`src/rtl/spike_count_bank_if.sv`:
```
// Bundle between the output neuron layer / predictor and the spike-count bank.
// The slave modport is the bank itself; master is whoever feeds spikes and reads the counts.
interface spike_count_bank_if #(
    parameter int NUM_CLASSES = 10,
    parameter int COUNT_W     = 8
);
    logic                           start_i;
    logic                           spike_valid_i;
    logic [NUM_CLASSES-1:0]         spikes_i;
    logic                           busy_o;
    logic                           done_o;
    logic [NUM_CLASSES*COUNT_W-1:0] counts_o;
    logic [NUM_CLASSES-1:0]         sat_o;

    modport master (
        output start_i, spike_valid_i, spikes_i,
        input  busy_o, done_o, counts_o, sat_o
    );

    modport slave (
        input  start_i, spike_valid_i, spikes_i,
        output busy_o, done_o, counts_o, sat_o
    );
endinterface

```
`src/rtl/spike_count_bank.sv`:
```
// Per-class spike accumulator over a fixed window of WINDOW_LEN timesteps; latches the
// final counts and saturation flags and pulses done_o once per window.
module spike_count_bank #(
    parameter int NUM_CLASSES = 10,
    parameter int COUNT_W     = 8,
    parameter int WINDOW_LEN  = 255
) (
    input logic                clk_i,
    input logic                rst_ni,
    spike_count_bank_if.slave  bus
);
    localparam int STEP_W = $clog2(WINDOW_LEN + 1);
    localparam logic [COUNT_W-1:0] CNT_MAX = '1;

    typedef enum logic [1:0] {IDLE, COUNT, DONE} state_t;

    state_t                         state;
    state_t                         state_next;
    logic [COUNT_W-1:0]             acc      [NUM_CLASSES];
    logic [COUNT_W-1:0]             acc_next [NUM_CLASSES];
    logic [NUM_CLASSES-1:0]         sat;
    logic [NUM_CLASSES-1:0]         sat_next;
    logic [NUM_CLASSES*COUNT_W-1:0] acc_flat;
    logic [STEP_W-1:0]              step;
    logic                           take_step;
    logic                           last_step;
    logic [NUM_CLASSES*COUNT_W-1:0] counts;
    logic [NUM_CLASSES-1:0]         sat_out;
    logic                           done;

    assign take_step = (state == COUNT) && bus.spike_valid_i;
    assign last_step = (step == STEP_W'(WINDOW_LEN - 1));

    // A saturated counter holds its value and raises a sticky flag for the rest of the window.
    always_comb begin
        sat_next = sat;
        acc_flat = '0;
        for (int k = 0; k < NUM_CLASSES; k++) begin
            acc_next[k] = acc[k];
            if (bus.spikes_i[k]) begin
                if (acc[k] == CNT_MAX) begin
                    sat_next[k] = 1'b1;
                end else begin
                    acc_next[k] = acc[k] + COUNT_W'(1);
                end
            end
            acc_flat[k*COUNT_W +: COUNT_W] = acc_next[k];
        end
    end

    always_comb begin
        state_next = state;
        case (state)
            IDLE:    if (bus.start_i) state_next = COUNT;
            COUNT:   if (take_step && last_step) state_next = DONE;
            DONE:    state_next = IDLE;
            default: state_next = IDLE;
        endcase
    end

    always_ff @(posedge clk_i or negedge rst_ni) begin
        if (!rst_ni) begin
            state <= IDLE;
        end else begin
            state <= state_next;
        end
    end

    always_ff @(posedge clk_i or negedge rst_ni) begin
        if (!rst_ni) begin
            for (int k = 0; k < NUM_CLASSES; k++) begin
                acc[k] <= '0;
            end
            sat     <= '0;
            step    <= '0;
            counts  <= '0;
            sat_out <= '0;
            done    <= 1'b0;
        end else begin
            done <= 1'b0;
            if (state == IDLE && bus.start_i) begin
                for (int k = 0; k < NUM_CLASSES; k++) begin
                    acc[k] <= '0;
                end
                sat  <= '0;
                step <= '0;
            end else if (take_step) begin
                acc  <= acc_next;
                sat  <= sat_next;
                step <= step + STEP_W'(1);
                // The final timestep's own spikes are folded into the published result.
                if (last_step) begin
                    counts  <= acc_flat;
                    sat_out <= sat_next;
                    done    <= 1'b1;
                end
            end
        end
    end

    assign bus.busy_o   = (state != IDLE);
    assign bus.done_o   = done;
    assign bus.counts_o = counts;
    assign bus.sat_o    = sat_out;
endmodule

```
`src/flat_wrapper.sv`:
```
// flat-port wrapper written by rule: the top's interface ports become plain ports
module spike_count_bank_flat 
#(
    parameter int NUM_CLASSES = 10,
    parameter int COUNT_W     = 8,
    parameter int WINDOW_LEN  = 255
)
  (clk_i, rst_ni, bus_start_i, bus_spike_valid_i, bus_spikes_i, bus_busy_o, bus_done_o, bus_counts_o, bus_sat_o);
  spike_count_bank_if #(.NUM_CLASSES(NUM_CLASSES), .COUNT_W(COUNT_W)) bus_i ();
  input logic clk_i;
  input logic rst_ni;
  input wire logic [$bits(bus_i.start_i)-1:0] bus_start_i;
  input wire logic [$bits(bus_i.spike_valid_i)-1:0] bus_spike_valid_i;
  input wire logic [$bits(bus_i.spikes_i)-1:0] bus_spikes_i;
  output wire logic [$bits(bus_i.busy_o)-1:0] bus_busy_o;
  output wire logic [$bits(bus_i.done_o)-1:0] bus_done_o;
  output wire logic [$bits(bus_i.counts_o)-1:0] bus_counts_o;
  output wire logic [$bits(bus_i.sat_o)-1:0] bus_sat_o;
  assign bus_i.start_i = bus_start_i;
  assign bus_i.spike_valid_i = bus_spike_valid_i;
  assign bus_i.spikes_i = bus_spikes_i;
  assign bus_busy_o = bus_i.busy_o;
  assign bus_done_o = bus_i.done_o;
  assign bus_counts_o = bus_i.counts_o;
  assign bus_sat_o = bus_i.sat_o;
  spike_count_bank #(.NUM_CLASSES(NUM_CLASSES), .COUNT_W(COUNT_W), .WINDOW_LEN(WINDOW_LEN)) u_core (.clk_i(clk_i), .rst_ni(rst_ni), .bus(bus_i));
endmodule
```
`config.mk`:
```
export PLATFORM = sky130hd
export DESIGN_NAME = spike_count_bank_flat
export DESIGN_NICKNAME = d
export VERILOG_FILES = /design/src/rtl/spike_count_bank_if.sv /design/src/rtl/spike_count_bank.sv /design/src/flat_wrapper.sv
export SDC_FILE = /design/constraint.sdc
export NUM_CORES = 1
export LEC_CHECK = 0
export BUFFER_PORTS_ARGS = -buffer_cell sky130_fd_sc_hd__buf_4
export CAP_MARGIN = 20
export CELL_PAD_IN_SITES_DETAIL_PLACEMENT = 0
export CELL_PAD_IN_SITES_GLOBAL_PLACEMENT = 1
export CORE_ASPECT_RATIO = 1.5
export CORE_MARGIN = 3
export CORE_UTILIZATION = 42
export CTS_BUF_LIST = sky130_fd_sc_hd__clkbuf_8
export DETAILED_ROUTE_END_ITERATION = 12
export GPL_ROUTABILITY_DRIVEN = 0
export MAX_ROUTING_LAYER = met4
export PLACE_DENSITY = 0.74
export RECOVER_POWER = 50
export SYNTH_ARGS = -nofsm -noshare
export SYNTH_HDL_FRONTEND = slang
export SYNTH_SLANG_ARGS = --single-unit
```
`constraint.sdc`:
```
create_clock -name clk_i -period 1.6 [get_ports clk_i]
set_input_delay 0.16 -clock clk_i [delete_from_list [all_inputs] [get_ports clk_i]]
set_output_delay 0.16 -clock clk_i [all_outputs]
set_load 0.005 [all_outputs]
```
==> results by stage, run 1 <==
Run status:
- The flow ran to the end, but the final reports show violations.
- The final reports fail on setup timing.

Setup path:
- The critical path runs through a total of 7 cells.
- The most critical setup path has its startpoint at u_core.step[0]$_DFFE_PN0P_.
- The signal arrival time at the worst endpoint is 2130 ps.
- In this design, the stage delay of the slowest critical-path cell is 460 ps.
- The path type of the worst setup path is reg2reg.
- STA classifies the critical path endpoint as a flip-flop.
- Walking the worst path, the cells encountered are inv_2, ha_4, nand3_2, or3_4, buf_6, clkbuf_16, a21o_1.
- The reg-to-reg startpoint is u_core.step[0]$_DFFE_PN0P_.
- STA puts the critical path data required time at 1980 ps.
- The kind of start point of the critical path is a flip-flop.
- The highest net fanout along the worst path is 7.
- The number of buffer and inverter instances along the worst setup path is 3.
- For the worst flop-to-flop path, the logic depth is 7.
- The library cell contributing the largest single delay on the critical path is sky130_fd_sc_hd__or3_4.
- The family with the most delay on the worst path is simple AND/OR/NAND/NOR gates.

Floorplan:
- Row generation in the floorplan step produced 67 rows.
- Measured along the x axis, the die boundary spans 130 µm.
- The core region is 0.0225 mm².
- The starting utilization of the core area is 0.429.
- In this run the count of I/O pins placed on the die edge is 106.
- The die covers 0.0249 mm².
- The die is 192 µm tall.

Yosys:
- The unique cell type count in the Yosys netlist is 60.
- The dominant cell by count in the synthesized netlist is sky130_fd_sc_hd__dfrtp_1.
- The net count of the mapped netlist is 1059.
- In the post-synthesis netlist, the biggest area contributors are sky130_fd_sc_hd__dfrtp_1 (50%), sky130_fd_sc_hd__a21oi_1 (6.0%), sky130_fd_sc_hd__o21ai_0 (4.5%).
- The number of storage elements in the synthesis netlist is 191.
- The average instance in the mapped netlist occupies 9.34 µm².
- The total standard cell area after synthesis is 0.00965 mm².
- The prevailing post-synth register cell is sky130_fd_sc_hd__dfrtp_1.
- The largest total area in the synthesized netlist belongs to sky130_fd_sc_hd__dfrtp_1.
- The count of yosys warnings during synthesis is 0.
- Of the post-synthesis cell area, the dominant cell type holds 0.495.
- Counting flops with a built-in enable in the synthesized netlist gives 0.
- The sequential share of the synthesized area is 0.495.
- In the synthesized netlist, the number of instances is 1033.
- In the synthesized netlist the async set-or-reset flop fraction comes to 1.00.
- In the synthesized netlist, the cells that appear most often are sky130_fd_sc_hd__dfrtp_1 (191), sky130_fd_sc_hd__a21oi_1 (116), sky130_fd_sc_hd__nand2_1 (102).

Global routing:
- The residual overflow from global routing is 0.
- For this run, the total global-route usage over all layers was measured as 0.218.
- The largest net degree at the start of global routing is 51.
- The via count of the first global-routing pass was 8407.
- The wire length of the first global-routing pass is 42400 µm.
- The number of antenna violations at the first check in global routing was 0.

Layout:
- The relative area change from synthesis to final layout is 48.4%.
- The final instance area is 0.0143 mm².
- The number of antenna diodes is 0.
- The share of layout cells above drive strength 1 is 0.419.
- The net count of the finished layout is 1322.

Routing:
- Dividing the detail-routed wire length by the instance count gives 19.1 µm.
- The count of nets left with antenna violations once routing finished came out at 0.
- For this block, the via count after detailed routing is 9024.
- After detailed routing, the number of remaining DRC violations is 0.
- In the routed layout, each cell is associated on average with a via count of 5.69.
- The first detailed-routing pass ran for 5 iterations.
- The wire length after detailed routing is 30300 µm.
- The initial detailed-routing violation count is 488.

Pwr:
- The maximum vdd ir drop is 0.000482 V.
- In this run the static leakage power is 6.36 nW.
- For this design the ratio of total power to cell area is 746 mW/mm².

Placement:
- Input and output buffers added on the ports amount to 105.
- After detailed placement, the total cell area comes to 0.0117 mm².
- The post-placement setup slack is -124 ps.
- The wire-length estimate of the detail-placed layout is 17400 µm.

Worst hold path:
- The start point of the worst min-delay path is bus_spikes_i[5].
- Counting instances, the worst hold path has a depth of 3.
- The path class of the lowest-slack min-delay path is in2reg.

Clocking:
- After clock tree synthesis, the clock-pin slew on the worst setup and hold paths is 100 ps.
- Buffers inserted during clock tree synthesis total 17.
- CTS placed an instance of sky130_fd_sc_hd__clkbuf_8 at the clock tree root.
- The total number of clock tree sinks is 191.
- The clock passes through at most 2 buffers.
- The count of H-tree levels built during CTS is 4.
- TritonCTS built the clock tree.
- The clock reaches the later pin of the worst-skew pair after 490 ps.

Timing:
- The ratio of final minimum period to clock period is 1.09.
- The count of final max-slew check failures is 0.
- The worst slew slack as a fraction of its limit is 0.173.
- On the final layout, the worst clock skew is 18.5 ps.
- The number of endpoints with negative hold slack in the final report is 0.
- For the pin with the worst max-slew slack, the measured transition is 1240 ps.
- The time the worst path needs with I/O delays and setup is 1750 ps.
- Setup repair after global routing could not meet its margin everywhere.
- In the post-route analysis, the smallest setup slack over all paths is -152 ps.
- Setup violations remaining at the end of the flow were counted as 97.
- The achievable clock frequency is 571 MHz.

Run:
- Across the run, the number of max-cap violations was 0.
-- power breakdown --
group	switching, W	total, W	internal, W
clock network	0.00181	0.00329	0.00147
registers	0.000260	0.00531	0.00505
logic	0.00108	0.00208	0.00100
total	0.00315	0.0107	0.00753
-- cells by family after synthesis --
family          count (synthesis)  synth area share
flops                         191             0.495
mux                            26            0.0279
fa+ha+maj                      12            0.0156
xor+xnor                       28            0.0254
simple gates                  367             0.188
compound gates                327             0.210
buf+inv                        82            0.0380
-- final cells by class --
| class | count | area (µm²) |
|---|---|---|
| inverter | 16 | 72.6 |
| tap | 276 | 345 |
| clock buffer | 19 | 262 |
| multi-input combinational | 761 | 5510 |
| timing repair buffer | 307 | 3180 |
| clock inverter | 13 | 139 |
| fill | 1875 | 8150 |
| timing repair inverter | 2 | 27.5 |
| sequential | 191 | 4780 |
-- stage by stage --
step	power, W	util	instances	hold WS, ps	setup TNS (ps)
global route	0.0112	0.637	1585	46.9	-14250
global placement	0.00699	0.520	1473	129	-3850
finish	0.0107	0.637	1585	32.0	-7180
detailed placement	0.00702	0.520	1473	138	-5210
floorplan	0.00623	-	1033	-136	-3160
CTS	0.0104	0.554	1525	0.299	-7420
-- layer usage --
metal  part of all wire  global-route usage  up-vias
li1                   -                   -     4291
met1               0.42               0.275     4504
met2               0.53               0.361      186
met3              0.032              0.0337       43
met4              0.026              0.0668        0
met5                  0                   -        -
-- worst register-to-register path, cell delays in order (launching register included) --
cell,delay (ps)
sky130_fd_sc_hd__dfrtp_1,400
sky130_fd_sc_hd__inv_2,80
sky130_fd_sc_hd__ha_4,130
sky130_fd_sc_hd__nand3_2,70
sky130_fd_sc_hd__or3_4,460
sky130_fd_sc_hd__buf_6,180
sky130_fd_sc_hd__clkbuf_16,180
sky130_fd_sc_hd__a21o_1,160
-- cell usage in the layout, fill, tap and decap left out, types with 7 or more instances in the layout --
master / count
sky130_fd_sc_hd__a31oi_1: 24
sky130_fd_sc_hd__clkbuf_16: 18
sky130_fd_sc_hd__nand4_1: 24
sky130_fd_sc_hd__a21oi_1: 76
sky130_fd_sc_hd__o211ai_1: 11
sky130_fd_sc_hd__nand2_2: 21
sky130_fd_sc_hd__and3_1: 15
sky130_fd_sc_hd__buf_4: 216
sky130_fd_sc_hd__buf_12: 23
sky130_fd_sc_hd__inv_1: 14
sky130_fd_sc_hd__nand3_1: 36
sky130_fd_sc_hd__buf_8: 11
sky130_fd_sc_hd__a21o_1: 13
sky130_fd_sc_hd__mux2i_1: 18
sky130_fd_sc_hd__and4_1: 15
sky130_fd_sc_hd__nor3_1: 13
sky130_fd_sc_hd__dfrtp_1: 187
sky130_fd_sc_hd__xnor2_1: 23
sky130_fd_sc_hd__nor2_4: 20
sky130_fd_sc_hd__nand2_4: 17
sky130_fd_sc_hd__buf_6: 26
sky130_fd_sc_hd__o21ai_0: 42
sky130_fd_sc_hd__nand2b_1: 10
sky130_fd_sc_hd__o21ai_2: 27
sky130_fd_sc_hd__nor2_1: 70
sky130_fd_sc_hd__and2_1: 13
sky130_fd_sc_hd__nand2_1: 64
sky130_fd_sc_hd__o21ai_1: 16
sky130_fd_sc_hd__clkbuf_8: 19
sky130_fd_sc_hd__a21oi_2: 38
sky130_fd_sc_hd__a22o_1: 11
sky130_fd_sc_hd__nor2_2: 7
-- path summary, 6_finish.rpt --
kind / to / slack [ps]
min in group asynchronous: u_core.bus.counts_o[73]$_DFFE_PN0P_ / 480
max in group asynchronous: u_core.state[0]$_DFFE_PN0P_ / 140
setup reg to reg: u_core.bus.counts_o[50]$_DFFE_PN0P_ / -150
setup / recovery: u_core.bus.counts_o[50]$_DFFE_PN0P_ / -150
hold reg to reg: u_core.bus.counts_o[71]$_DFFE_PN0P_ / 490
hold / removal: u_core.sat[5]$_DFFE_PN0P_ / 30
-- what timing repair did --
action                                  CTS  global route
hold endpoints to repair                109             0
pin swaps                                 6            76
gates cloned                              4            27
buffers inserted                         10            36
resized for setup                        28           305
hold buffers                              6             0
endpoints found under the setup margin   79           167
-- registers in the layout, summed over array words and instances, names as in the netlist --
signal and cells:
u_core.state 2, u_core.bus.done_o 1, u_core.acc 80, u_core.sat 10, u_core.bus.sat_o 10, u_core.bus.counts_o 80, u_core.step 8
Power figures use the tool's default switching activity.
==> run 2: changes to the inputs <==
--- a/config.mk
+++ b/config.mk
@@ -19,5 +19,7 @@
 export PLACE_DENSITY = 0.74
 export RECOVER_POWER = 50
+export SETUP_SLACK_MARGIN = 0.15
 export SYNTH_ARGS = -nofsm -noshare
 export SYNTH_HDL_FRONTEND = slang
 export SYNTH_SLANG_ARGS = --single-unit
+export TNS_END_PERCENT = 100
==> constraint.sdc (replaced) <==
create_clock -name clk_i -period 1.6 [get_ports clk_i]
set_input_delay 0.16 -clock clk_i [delete_from_list [all_inputs] [get_ports clk_i]]
set_output_delay 0.16 -clock clk_i [all_outputs]
set_load 0.02 [all_outputs]
==> run 2 against run 1 <==
  * Worst hold slack better by 3.3 ps
  * The flow still finishes with violations (setup timing)
  * Combinational power up 11%
  * Flip-flop and latch count unchanged
  * Largest cell class unchanged
  * Critical endpoint is now u_core.bus.counts_o[39]$_DFFE_PN0P_
  * Largest power group unchanged
  * Highest routed layer unchanged
==> results by stage, run 2 (synthesis results as in run 1) <==
Run status:
- The flow ran to the end, but the final reports show violations.
- The checks that failed: setup timing.

Routing:
- The number of optimization iterations in the first detailed-route pass was 5 (unchanged).
- The residual DRC count is 0 (unchanged).
- The via count was 9131 (+1.2%).
- The wire length after detailed routing was 31000 µm (+2.1%).
- The detail-routed via count per cell came to 5.72 (+0.49%).
- The initial detailed-routing violation count is 533 (+9.2%).
- The average wire per standard cell is 19.4 µm (+1.4%).
- The count of nets left with antenna violations after detail routing is 0 (unchanged).

Worst hold path:
- The worst hold path stage count is 3 (unchanged).
- The min-delay analysis places its worst path in the category in2reg.
- For hold timing, the worst endpoint is u_core.acc[10]$_DFFE_PN0P_.
- In this run the most critical hold path is launched from bus_spikes_i[8].

Setup path:
- The internal reg-to-reg setup slack is -140 ps (about the same).
- Walking the worst path, the cells encountered are inv_2, ha_4, nand3_4, or3_4, clkinv_8, mux2_2.
- The highest net fanout along the worst path is 10 (+3).
- The critical path required time is 1980 ps (about the same).
- The delay contributed by the slowest stage of the critical path was 430 ps (-30 ps).
- The kind of start point of the critical path is a flip-flop.
- The worst setup path is of the reg2reg kind.
- The signal arrival time at the worst endpoint came to 2110 ps (-20 ps).
- The library cell contributing the largest single delay on the critical path is sky130_fd_sc_hd__or3_4.
- The worst setup path is captured at a flip-flop.
- The number of buffer and inverter instances along the worst setup path is 2 (-1).
- Broken down by cell family, the worst path's largest delay share belongs to simple AND/OR/NAND/NOR gates.
- The reg-to-reg startpoint is u_core.step[0]$_DFFE_PN0P_.
- The worst register-to-register path ends at u_core.bus.counts_o[39]$_DFFE_PN0P_.
- The length in cells of the worst reg-to-reg path is 6 (-1).

Global routing:
- The residual overflow from global routing is 0 (unchanged).
- The largest net degree at the start of global routing is 55 (+7.8%).
- The wire length of the first global-routing pass is 46500 µm (+9.6%).
- The via count of the first global-routing pass came to 8968 (+6.7%).
- The number of antenna violations at the first check in global routing is 0 (unchanged).
- The overall fraction of global-route tracks in use is 0.242 (+0.0244).

Floorplan:
- The die outline width came to 130 µm (unchanged).
- The height of the die is 192 µm (unchanged).
- The number of rows created at floorplan is 67 (unchanged).
- The placeable core area was 0.0225 mm² (unchanged).
- The count of boundary I/O pins is 106 (unchanged).
- The starting utilization of the core area is 0.429 (unchanged).
- The floorplan die area is 0.0249 mm² (unchanged).

Pwr:
- The switching power total is 0.00326 W (+3.4%).
- The power per cell area came to 742 mW/mm² (-0.53%).
- The relative contribution of sequential cells to total power is 0.491 (-0.007).
- The net switching share of the total power is 0.299 (+0.00400).
- The maximum vdd ir drop was 0.000507 V (+5.3%).
- The relative contribution of the clock network to total power was 0.298 (-0.010).
- The combinational cell fraction of total power came to 0.211 (+0.016).
- The cell internal power dissipation is 0.00764 W (+1.5%).
- The leakage power is 6.47 nW (+1.7%).

Clocking:
- The clock transition at the register clock pins on the worst setup and hold paths after CTS is 100 ps (about the same).
- TritonCTS built the clock tree.
- The maximum root-to-sink buffer count was 2 (unchanged).
- The total clock buffers created by CTS is 17 (unchanged).
- The total number of clock tree sinks is 191 (unchanged).
- The count of H-tree levels built during CTS is 4 (unchanged).
- The insertion delay of the later-clocked pin in the worst-skew pair is 480 ps (about the same).
- The root buffer cell is sky130_fd_sc_hd__clkbuf_8.

Timing:
- The minimum setup slack in the final design came to -138 ps (+13.8 ps).
- The final worst hold slack is 35.2 ps (+3.27 ps).
- The worst-case clock skew was 11.6 ps (-6.90 ps).
- The achievable clock frequency is 575 MHz (+0.79%).
- The worst slew slack as a fraction of its limit was 0.235 (+0.0623).
- The final count of negative-setup-slack endpoints came to 119 (+23%).
- Setup repair after global routing could not meet its margin everywhere.
- The count of final max-slew check failures is 0 (unchanged).
- The time the worst path needs with I/O delays and setup came to 1740 ps (-13.8 ps).
- The ratio of final minimum period to clock period was 1.09 (-0.00863).
- The number of endpoints with negative hold slack in the final report was 0 (unchanged).
- The measured slew at the worst slew-check pin is 1150 ps (-93.5 ps).

Layout:
- The net count of the finished layout is 1333 (+0.83%).
- Relative to the synthesized area, the layout overhead comes to 52.2%.
- The share of layout cells above drive strength 1 is 0.462 (+0.0435).
- The top cell types in the final layout, fill and taps aside, are sky130_fd_sc_hd__buf_4 (224), sky130_fd_sc_hd__dfrtp_1 (180), sky130_fd_sc_hd__nor2_1 (77), sky130_fd_sc_hd__a21oi_1 (72), sky130_fd_sc_hd__nand2_1 (65).
- The final-layout fill cell count is 1784 (-4.9%).
- The utilization of the core after routing is 0.654 (+0.0165).
- The post-layout instance count excluding filler cells was 1596 (+0.69%).
- The number of antenna diodes is 0 (unchanged).
- The library cell used most frequently in the layout, excluding fill and tap cells, is sky130_fd_sc_hd__buf_4.

Placement:
- The count of buffers inserted at the top-level ports is 105 (unchanged).
- The number of instances in the placed design is 1471 (-0.14%).
- The post-placement setup slack was -160 ps (-35.9 ps).
- The final HPWL from detailed placement is 18000 µm (+3.2%).

Run:
- The total of max-cap violations was 0 (unchanged).
run 2: cell count changes in the layout (fill, tap and decap cells not counted), moves of 8 or more:
| cell | change |
|---|---|
| sky130_fd_sc_hd__nand3_2 | +9 |
| sky130_fd_sc_hd__nand3_1 | -11 |
| sky130_fd_sc_hd__buf_6 | +12 |
| sky130_fd_sc_hd__clkbuf_16 | -9 |
| sky130_fd_sc_hd__buf_4 | +8 |
| sky130_fd_sc_hd__buf_12 | -8 |
| sky130_fd_sc_hd__nor2_4 | -12 |
run 2: power by group through the flow:
stage	combinational [W]	sequential (W)	clock, W
floorplan	0.000938	0.00537	0
global placement	0.00163	0.00541	0
detailed placement	0.00165	0.00541	0
CTS	0.00205	0.00532	0.00332
global route	0.00250	0.00539	0.00349
finish	0.00230	0.00535	0.00325
run 2: how the worst max path moves through the flow:
stage                                      startpoint                             endpoint  slack, ps  cells past startpoint
final                      u_core.step[0]$_DFFE_PN0P_  u_core.bus.counts_o[39]$_DFFE_PN0P_       -140                      6
after floorplan           u_core.state[1]$_DFFE_PN0P_  u_core.bus.counts_o[39]$_DFFE_PN0P_       -120                      6
after global placement     u_core.step[0]$_DFFE_PN0P_  u_core.bus.counts_o[77]$_DFFE_PN0P_        -90                      8
after detailed placement   u_core.step[0]$_DFFE_PN0P_  u_core.bus.counts_o[25]$_DFFE_PN0P_       -160                      8
after CTS                  u_core.step[0]$_DFFE_PN0P_   u_core.bus.counts_o[5]$_DFFE_PN0P_       -100                      7
after global routing       u_core.step[0]$_DFFE_PN0P_  u_core.bus.counts_o[63]$_DFFE_PN0P_       -190                      6
run 2: per-layer routing:
metal / up-vias / global-route usage / wire (µm)
met5: - / - / 0
met4: 0 / 0.0788 / 926
met3: 53 / 0.0353 / 896
met2: 205 / 0.427 / 16900
met1: 4543 / 0.282 / 12300
li1: 4330 / - / -
run 2: tightest hold or removal path: cells and delay by family:
kind | cells | cell delay, ps
buffers and inverters | 1 | 120
and+or+nand+nor | 1 | 110
AOI/OAI and AO/OA | 1 | 80
run 2: timing repair:
action	4_1_cts	5_1_grt
gates resized for setup	169	215
gates cloned	12	11
buffers inserted	36	29
pin swaps	88	67
hold buffers	5	0
endpoints found under the hold margin	175	0
endpoints found under the setup margin	189	192
run 2: per-stage QoR:
stage               setup TNS (ps)  total power (W)  cell area (µm²)
floorplan                    -2760          0.00631            10000
global placement             -2660          0.00703            11800
detailed placement           -5220          0.00706            11800
CTS                          -2070           0.0107            13400
global route                -13830           0.0114            14700
finish                       -6590           0.0109            14700
run 2: final cells by class:
cell class              instances  area, µm²  area share
flip-flops and latches        191       4790       0.326
repair buffers                319       3240       0.221
clock inverters                14        143     0.00971
multi-input cells             762       5850       0.398
inverters                      16       72.6     0.00494
well taps                     276        345      0.0235
clock buffers                  18        248      0.0169
==> run 3: changes to the inputs <==
ABC_AREA = 1   (was unset)
CORE_UTILIZATION = 40   (was 42)
==> run 3 against run 2 <==
  * The run now ends clean
  * Worst hold slack lost 3.1 ps
  * Via count grew 0.22%
  * Area after synthesis grew 0.82%
  * Die area grew 5.6%
  * First-iteration DRC count shrank 29%
  * Combinational power shrank 10%
==> results by stage, run 3 <==
Run status:
- The run finished with clean final reports.

Timing:
- The worst slew slack as a fraction of its limit came to 0.350 (+0.115).
- The ratio of final minimum period to clock period is 0.975 (-0.111).
- The time the worst path needs with I/O delays and setup is 1560 ps (-178 ps).
- The count of final max-slew check failures came to 0 (unchanged).
- The achievable clock frequency is 641 MHz (+11%).
- The final count of negative-setup-slack endpoints is 0 (-100%).
- The worst-case clock skew is 9.57 ps (-2.01 ps).
- Setup repair after global routing could not meet its margin everywhere.
- The measured slew at the worst slew-check pin is 975 ps (-173 ps).
- The number of endpoints with negative hold slack in the final report is 0 (unchanged).
- The total negative setup slack is 0 ps (+6590 ps).

Layout:
- The commonest non-fill, non-tap cell in the layout is sky130_fd_sc_hd__nand2_1.
- The final instance area was 0.0126 mm² (-14%).
- The share of layout cells above drive strength 1 is 0.216 (-0.246).
- In the layout the commonest cells are sky130_fd_sc_hd__nand2_1 (498), sky130_fd_sc_hd__dfrtp_1 (191), sky130_fd_sc_hd__nand3_1 (183), sky130_fd_sc_hd__buf_4 (141), sky130_fd_sc_hd__inv_1 (120).
- The number of antenna diodes is 0 (unchanged).
- The post-layout instance count excluding filler cells is 1820 (+14%).
- The net count of the finished layout came to 1515 (+14%).
- Compared with the post-synthesis result, the final layout area differs by 30.0%.

Floorplan:
- The height of the die is 197 µm (+2.8%).
- The die outline width is 133 µm (+2.8%).
- The count of boundary I/O pins is 106 (unchanged).
- The placeable core area came to 0.0238 mm² (+6.1%).
- The floorplan die area came to 0.0263 mm² (+5.6%).
- The starting utilization of the core area is 0.408 (-0.0212).
- The number of rows created at floorplan is 69 (+3.0%).

Setup path:
- The family with the most delay on the worst path is buffers and inverters.
- The worst setup path is captured at a flip-flop.
- The number of buffer and inverter instances along the worst setup path was 4 (+2).
- The critical path required time was 1960 ps (-20 ps).
- The length in cells of the worst reg-to-reg path is 9 (+3).
- The highest net fanout along the worst path came to 25 (+15).
- The path type of the worst setup path is reg2reg.
- The delay contributed by the slowest stage of the critical path was 400 ps (-30 ps).
- The signal arrival time at the worst endpoint is 1920 ps (-190 ps).
- Traced cell by cell, the critical path runs through inv_2, ha_4, nand3_4, nor3_4, buf_6, clkinv_8, buf_12, nand2_1, o21ai_0.
- The number of stages on the worst setup path was 9 (+3).
- The library cell contributing the largest single delay on the critical path is sky130_fd_sc_hd__dfrtp_1.
- STA classifies the critical path startpoint as a flip-flop.

Pwr:
- The power per cell area came to 896 mW/mm² (+21%).
- The maximum vdd ir drop was 0.000513 V (+1.1%).
- The leakage power came to 6.76 nW (+4.4%).

Routing:
- The count of nets left with antenna violations after detail routing is 0 (unchanged).
- The detail-routed via count per cell came to 5.03 (-12%).
- The initial detailed-routing violation count is 379 (-29%).
- The number of optimization iterations in the first detailed-route pass is 5 (unchanged).
- The wire length after detailed routing is 28200 µm (-9.1%).
- The residual DRC count was 0 (unchanged).
- The via count is 9151 (+0.22%).
- The average wire per standard cell is 15.5 µm (-20%).

Global routing:
- The via count of the first global-routing pass is 8766 (-2.3%).
- The wire length of the first global-routing pass came to 44000 µm (-5.4%).
- The number of antenna violations at the first check in global routing is 0 (unchanged).
- The overall fraction of global-route tracks in use came to 0.212 (-0.0306).
- The residual overflow from global routing is 0 (unchanged).
- The largest net degree at the start of global routing is 50 (-9.1%).

Clocking:
- The insertion delay of the later-clocked pin in the worst-skew pair is 470 ps (about the same).
- The maximum root-to-sink buffer count is 2 (unchanged).
- The total number of clock tree sinks is 191 (unchanged).
- The count of H-tree levels built during CTS is 4 (unchanged).
- The clock transition at the register clock pins on the worst setup and hold paths after CTS was 100 ps (about the same).
- TritonCTS built the clock tree.
- The tree is rooted in a sky130_fd_sc_hd__clkbuf_8.
- The total clock buffers created by CTS is 17 (unchanged).

Placement:
- The count of buffers inserted at the top-level ports came to 105 (unchanged).
- The final HPWL from detailed placement is 17300 µm (-4.1%).
- The area after detailed placement is 0.0112 mm² (-5.0%).
- The number of instances in the placed design came to 1741 (+18%).

Yosys:
- The sequential share of the synthesized area came to 0.491 (-0.00401).
- In the synthesized netlist, the cells that appear most often are sky130_fd_sc_hd__nand2_1 (545), sky130_fd_sc_hd__nand3_1 (197), sky130_fd_sc_hd__dfrtp_1 (191).
- In the post-synthesis netlist, the cell with the most instances is sky130_fd_sc_hd__nand2_1.
- The unique cell type count in the Yosys netlist is 18 (-70%).
- The area share of the largest cell type after synthesis is 0.491 (-0.00401).
- The biggest area contributor in the post-synthesis netlist is sky130_fd_sc_hd__dfrtp_1.
- The number of synthesized flops with an enable pin was 0 (unchanged).
- By area the synthesized netlist is led by sky130_fd_sc_hd__dfrtp_1 (49%), sky130_fd_sc_hd__nand2_1 (21%), sky130_fd_sc_hd__nand3_1 (10%).
- The number of storage elements in the synthesis netlist came to 191 (unchanged).
- The count of yosys warnings during synthesis is 0 (unchanged).
- In the synthesized netlist the dominant register cell turns out to be sky130_fd_sc_hd__dfrtp_1.
- The average cell area after synthesis is 7.31 µm² (-22%).
- The total standard cell area after synthesis is 0.00973 mm² (+0.82%).
- The proportion of register bits with asynchronous set or reset after synthesis is 1.00 (unchanged).
- The net count of the mapped netlist is 1356 (+28%).
- The cell count after synthesis is 1330 (+29%).

Run:
- The total of max-cap violations is 0 (unchanged).

Worst hold path:
- The worst hold path stage count is 3 (unchanged).
- The tightest min-delay check is of the in2reg type.
[run 3: cell types whose count changed in the layout (fill, tap and decap cells not counted), moves of 19 or more]
cell                       before  now
sky130_fd_sc_hd__a21oi_1       72    6
sky130_fd_sc_hd__a21oi_2       40    0
sky130_fd_sc_hd__a31oi_1       19    0
sky130_fd_sc_hd__buf_4        224  141
sky130_fd_sc_hd__buf_6         38   15
sky130_fd_sc_hd__inv_1         15  120
sky130_fd_sc_hd__nand2_1       65  498
sky130_fd_sc_hd__nand2_2       20   44
sky130_fd_sc_hd__nand3_1       25  183
sky130_fd_sc_hd__nand3b_1       2   23
sky130_fd_sc_hd__nand4_1       24   44
sky130_fd_sc_hd__nor2_1        77   47
sky130_fd_sc_hd__o21ai_2       21    0
sky130_fd_sc_hd__xnor2_1       23    1
[run 3: cell type report]
cell class | count | area, µm²
timing repair buffer | 183 | 1740
clock buffer | 18 | 248
sequential | 191 | 4780
multi-input combinational | 970 | 4820
clock inverter | 13 | 171
tap | 319 | 399
fill | 2405 | 11200
inverter | 126 | 490
[run 3: through the flow]
stage	setup slack, ps	total power [W]	hold slack, ps	utilization
6_report	39.9	0.0113	32.2	0.531
3_5_place_dp	30.9	0.00755	109	0.469
5_1_grt	-59.1	0.0120	26.0	0.531
3_3_place_gp	58.6	0.00751	105	0.469
4_1_cts	53.3	0.0111	18.4	0.499
2_1_floorplan	158	0.00694	-136	-
[run 3: report_power, final]
group	switching [W]	leakage [nW]	total (W)	internal [W]
Combinational	0.00124	3.95	0.00207	0.000838
Sequential	0.000526	2.59	0.00578	0.00526
Clock	0.00175	0.217	0.00347	0.00172
Total	0.00351	6.76	0.0113	0.00781
[run 3: cells by family after synthesis]
logic type,share of synthesized area
AND/OR/NAND/NOR,0.390
AO/OA/AOI/OAI,0.0314
adder cells (fa/ha/maj),0.0154
XOR/XNOR,0.000900
flip-flops,0.491
buffers and inverters,0.0711
[run 3: final timing paths]
kind                                                           from                             endpoint  slack, ps
worst max-delay path                     u_core.step[0]$_DFFE_PN0P_      u_core.bus.sat_o[2]$_DFFE_PN0P_         40
worst min-delay path                              bus_spike_valid_i            u_core.sat[8]$_DFFE_PN0P_         30
worst max register to register           u_core.step[0]$_DFFE_PN0P_      u_core.bus.sat_o[2]$_DFFE_PN0P_         40
worst min register to register  u_core.bus.counts_o[52]$_DFFE_PN0P_  u_core.bus.counts_o[52]$_DFFE_PN0P_        490
max in group asynchronous                                    rst_ni           u_core.acc[35]$_DFFE_PN0P_        220
min in group asynchronous                                    rst_ni  u_core.bus.counts_o[77]$_DFFE_PN0P_        380
[run 3: metal layers]
metal | wire length (µm) | up-vias | share of wire | track usage
met5 | 0 | - | 0 | -
met4 | 319 | 0 | 0.011 | 0.0541
met3 | 882 | 20 | 0.031 | 0.0340
met2 | 14500 | 158 | 0.52 | 0.368
met1 | 12500 | 4382 | 0.44 | 0.258
li1 | - | 4591 | - | -
[run 3: what timing repair did]
item                                    in CTS  in global routing
endpoints found under the setup margin     161                184
setup buffers                                6                 20
hold buffers                                 2                  0
cloned                                      11                  9
resized for setup                           35                137
hold endpoints to repair                   168                  0
pin swaps                                    7                 29
[run 3: worst register-to-register path, cell delays in order, from the launching register on]
cell and delay [ps]:
sky130_fd_sc_hd__dfrtp_1 400, sky130_fd_sc_hd__inv_2 80, sky130_fd_sc_hd__ha_4 140, sky130_fd_sc_hd__nand3_4 80, sky130_fd_sc_hd__nor3_4 160, sky130_fd_sc_hd__buf_6 160, sky130_fd_sc_hd__clkinv_8 110, sky130_fd_sc_hd__buf_12 190
sky130_fd_sc_hd__nand2_1 70, sky130_fd_sc_hd__o21ai_0 70
